File: src/rtl/rca_sum_accumulator.sv
// Frame accumulator behind the 4-bit ripple-carry adder: sums BEATS {cout,sum}
// results, then offers the total with a sticky overflow flag on a valid/ready port.
module rca_sum_accumulator #(
    parameter int DATA_W = 4,
    parameter int ACC_W  = 6,
    parameter int BEATS  = 4
) (
    input  logic              clk,
    input  logic              rst,
    input  logic              clear,
    input  logic              in_valid,
    output logic              in_ready,
    input  logic [DATA_W-1:0] in_sum,
    input  logic              in_cout,
    output logic              out_valid,
    input  logic              out_ready,
    output logic [ACC_W-1:0]  out_acc,
    output logic              out_ovf
);
    localparam int CNT_W = (BEATS > 1) ? $clog2(BEATS) : 1;
    localparam int VAL_W = ACC_W + 1;

    localparam logic [0:0] ST_ACC  = 1'b0;
    localparam logic [0:0] ST_DONE = 1'b1;

    logic [0:0]       state;
    logic [ACC_W-1:0] acc;
    logic [CNT_W-1:0] cnt;
    logic             ovf;
    logic [ACC_W:0]   beat_v;
    logic [ACC_W:0]   sum_v;
    logic             accept;
    logic             last_beat;

    // Extra top bit of sum_v is the carry out of acc's MSB.
    assign beat_v    = VAL_W'({in_cout, in_sum});
    assign sum_v     = {1'b0, acc} + beat_v;
    assign accept    = in_valid && (state == ST_ACC);
    assign last_beat = (cnt == CNT_W'(BEATS - 1));

    assign in_ready  = (state == ST_ACC);
    assign out_valid = (state == ST_DONE);
    assign out_acc   = acc;
    assign out_ovf   = ovf;

    always_ff @(posedge clk or posedge rst) begin
        if (rst) begin
            state <= ST_ACC;
            acc   <= '0;
            cnt   <= '0;
            ovf   <= 1'b0;
        end else if (clear) begin
            // Abort outranks both the beat accept and the output handshake.
            state <= ST_ACC;
            acc   <= '0;
            cnt   <= '0;
            ovf   <= 1'b0;
        end else begin
            case (state)
                ST_ACC: begin
                    if (accept) begin
                        acc <= sum_v[ACC_W-1:0];
                        ovf <= ovf | sum_v[ACC_W];
                        if (last_beat) begin
                            cnt   <= '0;
                            state <= ST_DONE;
                        end else begin
                            cnt <= cnt + CNT_W'(1);
                        end
                    end
                end
                ST_DONE: begin
                    if (out_ready) begin
                        state <= ST_ACC;
                        acc   <= '0;
                        ovf   <= 1'b0;
                    end
                end
                default: state <= ST_ACC;
            endcase
        end
    end
endmodule

File: config.mk
export PLATFORM = sky130hd
export DESIGN_NAME = rca_sum_accumulator
export DESIGN_NICKNAME = d
export VERILOG_FILES = /design/src/rtl/rca_sum_accumulator.sv
export SDC_FILE = /design/constraint.sdc
export NUM_CORES = 1
export LEC_CHECK = 0
export ABC_AREA = 1
export BUFFER_PORTS_ARGS = -buffer_cell sky130_fd_sc_hd__buf_2
export CAP_MARGIN = 15
export CELL_PAD_IN_SITES_DETAIL_PLACEMENT = 1
export CELL_PAD_IN_SITES_GLOBAL_PLACEMENT = 1
export CORE_UTILIZATION = 37
export CTS_CLUSTER_DIAMETER = 60
export DETAILED_ROUTE_END_ITERATION = 16
export GPL_TIMING_DRIVEN = 1
export PLACE_DENSITY = 0.91
export RECOVER_POWER = 100
export SLEW_MARGIN = 25
export SYNTH_ARGS = -nofsm -noshare
export SYNTH_HDL_FRONTEND = slang
export SYNTH_SLANG_ARGS = --single-unit
export TNS_END_PERCENT = 5
File: constraint.sdc
create_clock -name clk -period 3 [get_ports clk]
set_input_delay 0.3 -clock clk [delete_from_list [all_inputs] [get_ports clk]]
set_output_delay 0.3 -clock clk [all_outputs]
set_load 0.1 [all_outputs]
======== Word-level counts from Yosys, hierarchy flattened ========
Index checks and enable logic that the tools add are counted.
operators by class
  add/subtract/negate cells ............... 2
  equality and inequality tests ........... 4
  muxes and demuxes ....................... 17
  bitwise operators ....................... 2
  reduce and logical (&&, ||, !) cells .... 4
operators with widths
  cell                   count
  $mux W6                3
  $pmux W6 S2            1
  $mux W2                4
  $add A6 B5 Y7          1
  $mux W1                7
  $pmux W1 S2            2
  $reduce_and A2 Y1      2
  $ne A3 B2 Y1 const B   1
  $ne A3 B3 Y1 const B   1
  $add A2 B1 Y2 const B  1
  $eq A2 B2 Y1 const B   1
  $ne A2 B2 Y1 const B   1
  $reduce_bool A2 Y1     1
  $logic_and A1 B1 Y1    1
  $not A1 Y1             1
  $or A1 B1 Y1           1
storage, ports and cells
  bits in registers ....................... 10
  input bits .............................. 10
  output and inout bits ................... 9

======== Logic depth before layout (Yosys ltp) ========
  depth in word-level cells ............... 5
  mapped depth ............................ 8

======== Worst setup path after synthesis ========
Ideal clock, no wire load.
  path kind ............................... reg2reg
  start point ............................. reg acc[0], in the netlist out_acc[0]
  end point ............................... reg acc[4], in the netlist out_acc[4]
  arrival ................................. 2.050 ns
  required time ........................... 2.880 ns
  path slack .............................. 0.830 ns
  cell stages (with the launch flop) ...... 8
  buffers on the path ..................... 0
  cells stage by stage .................... dfrtp_1 -> ha_1 -> fa_1 -> nand3_1 -> nand3_1 -> or2_2 -> nand3_1 -> nand2_1
between the ends
  cells in the longest elaborated chain, start to end .. 4
ends and longest elaborated chain
  element                   RTL line  RTL
  start: declaration        27        logic [ACC_W-1:0] acc;
  start signal: assignment  62        acc <= sum_v[ACC_W-1:0];
  $add A6 B5 Y7             37        assign sum_v = {1'b0, acc} + beat_v;
  $mux W6                   61        if (accept) begin
  $pmux W6 S2               59        case (state)
  $mux W6                   52        end else if (clear) begin
No other way between the ends. The select of a mux whose other input is x is not followed.
A chain may end at the register's enable or synchronous reset.

======== Final worst setup path ========
  start point ............................. reg state, in the netlist out_valid
  end point ............................... out in_ready
between the ends
  cells in the longest elaborated chain, start to end .. 1
ends and longest elaborated chain
  element                   RTL line  RTL
  start: declaration        26        logic [0:0] state;
  start signal: assignment  48        state <= ST_ACC;
  start signal: assignment  54        state <= ST_ACC;
  start signal: assignment  66        state <= ST_DONE;
  $not A1 Y1                -
  end: declaration          12        output logic in_ready,
No other way between the ends.

==> flow_summary.json <==
{
  "coreArea_um2": 1580,
  "finalNonFillerCells": 123,
  "area_delta_synth_final_pct": 17.9,
  "regArea_um2": 250,
  "critPathLaunchType": "flop",
  "reg2reg_from": "out_acc[0]",
  "finalWeightedCongestion": 0.790,
  "synth_cell_types": 16,
  "p_leak_uw": 0.000423,
  "final-max-slew-violation-count": 0,
  "fin_worst_skew_ns": 0.00350,
  "numPlacedInstances": 120,
  "die_h_um": 43.9,
  "met2_usage_pct": 31.6,
  "diodes": 0,
  "fillCellCount": 226,
  "crit_path_end_kind": "output pin",
  "rr_endpoint": "out_acc[4]",
  "synth_top_area_share_pct": 38.5,
  "globalRouteMet1Util_pct": 23.0,
  "postPlaceCellArea_um2": 761,
  "maxCapViolations": 0,
  "clk-insertion-delay-late_ns": 0.27,
  "cts_resized": 0,
  "cts.sinks": 10,
  "grtUsageMet3_pct": 3.75,
  "max_freq_ghz": 0.514,
  "first_global_vias": 623,
  "grt-busiest-layer": "met2",
  "netlist_area_um2": 651,
  "nets": 126,
  "design_area_um2": 767,
  "multiInputGateArea_um2": 347,
  "dp_hpwl_um": 1270,
  "ys_ff_latch": 10,
  "ff2ff_setup_slack_ns": 1.27,
  "fin_setup_tns_ns": 0,
  "io_buffers": 18,
  "grt_pass1_wl_um": 2620,
  "critPathLaunch": "out_valid",
  "finalHoldViolations": 0,
  "drive_above_1_share_pct": 15.0,
  "die_w_um": 43.9,
  "viasPerCell": 5.07,
  "clk_pin_slew_ns": 0.07,
  "dieArea_um2": 1930,
  "worstSetupPathType": "reg -> out",
  "path_max_fanout": 6,
  "gr-total-overflow": 0,
  "power_density_nw_per_um2": 646,
  "tightest_slew_ns": 1.17,
  "htree_levels": 1,
  "synthTopCellsByArea": "dfrtp_1, nand2_1, ha_1",
  "ant_nets": 0,
  "synth-main-ff-cell": "dfrtp_1",
  "syn_avg_cell_area_um2": 7.57,
  "finalWirelength_um": 1530,
  "async_reset_ff_share_pct": 100,
  "hold_class": "in -> async",
  "io_pins": 19,
  "reg2reg_depth": 7,
  "endpoint": "in_ready",
  "grt_antenna_before_repair": 0,
  "arrival_ns": 1.65,
  "slew_headroom_pct": 22.1,
  "fin_crit_ns": 1.95,
  "cts_buffers": 3,
  "syn_nets": 103,
  "cts_setup_buffers": 0,
  "hold_buffers": 0,
  "route.detailed.drc": 0,
  "grtUsageTotal_pct": 19.1,
  "clk_path_buf_depth": 2,
  "syn-instance-count": 86,
  "yosys.area.top_type": "dfrtp_1",
  "yosysSeqAreaShare_pct": 38.5,
  "cts_tree": "done",
  "dr.first_iter.drc_count": 4,
  "status": "completed",
  "worstPathRequired_ns": 2.70,
  "setup_violations": 0,
  "yosysWarnings": 0,
  "drt_first_pass_iters": 5,
  "post-route-period-util_pct": 64.9,
  "num_vias": 623,
  "cts_root_buf": "clkbuf_4",
  "start_util_pct": 41.3,
  "ir_drop_v": 0.000268,
  "rsz0062_at_grt": "false",
  "avgRoutedWirePerCell_um": 12.5,
  "grt_max_degree": 11,
  "rows": 14,
  "synth_edf_count": 0
}
## cells in the final DEF, fill, tap and decap left out, drive strengths merged, types with 4 or more instances in the layout
cell / Yosys / layout
dfrtp: 10 / 10
nor2: 4 / 4
ha: 6 / 6
nand2: 30 / 30
inv: 13 / 13
a21oi: 4 / 4
buf: 0 / 9
o21ai: 5 / 5
nand3: 9 / 9
clkbuf: 0 / 12
## registers in the layout (all words and copies together), names as in the netlist
name       flops
cnt            2
out_valid      1
out_ovf        1
out_acc        6
## through the flow
step / power (uW) / util, % / worst slack [ns] / hold WS (ns)
2_1_floorplan: 360 / - / 0.830 / 0.140
3_3_place_gp: 401 / 48.3 / 1.30 / 0.306
3_5_place_dp: 410 / 48.3 / 1.24 / 0.318
4_1_cts: 507 / 49.7 / 1.26 / 0.0226
5_1_grt: 524 / 48.7 / 1.02 / 0.0359
6_report: 495 / 48.7 / 1.05 / 0.00652
## worst max-delay path, stage by stage, from the launching register on
cell      delay [ns]
dfrtp_1         0.43
inv_1           0.09
clkbuf_1        0.86
## layer usage
metal  share of wire (%)  vias up
li1                    -      315
met1                  45      287
met2                  49       16
met3                 4.0        5
met4                 2.4        0
met5                   0        -
## cell families (layout without fill, tap and decap cells)
kind of cell	Yosys count	in the layout	synth area share, %
xor gates and xnor gates	1	1	1.35
and+or+nand+nor	46	46	30.6
AOI/OAI and AO/OA	9	9	7.50
adders and majority gates	7	7	14.6
DFF	10	10	38.5
buffers and inverters	13	34	7.50
## worst min path at each step
| stage | from | endpoint | slack (ns) | depth (start not counted) |
|---|---|---|---|---|
| final | rst | out_acc[0] | 0.007 | 2 |
| after detailed placement | rst | out_acc[0] | 0.32 | 2 |
| after floorplan | rst | cnt[0] | 0.14 | 1 |
| after global routing | rst | out_acc[0] | 0.04 | 2 |
| after CTS | rst | out_acc[0] | 0.02 | 2 |
| after global placement | rst | cnt[0] | 0.31 | 2 |
## power breakdown
part / internal (uW) / switching, uW / leakage, uW
Clock: 46.5 / 49.1 / 0.0000138
Combinational: 52.4 / 180 / 0.000276
Sequential: 151 / 15.6 / 0.000133
Total: 250 / 245 / 0.000423
## layout make-up
class                      count  share of cell area (%)
multi-input combinational     63                    45.2
sequential                    10                    32.6
tap                           16                    2.61
inverter                      13                    6.36
timing repair buffer          18                    10.3
clock buffer                   3                    2.94
## Yosys cell counts (2+ instances only)
library cell  count
a21oi_1           4
nor2_2            2
inv_1            12
nor2_1            2
nand2_1          29
or2_2             2
o21ai_0           4
dfrtp_1          10
nand3_1           9
ha_1              6
Power figures use the tool's default switching activity.
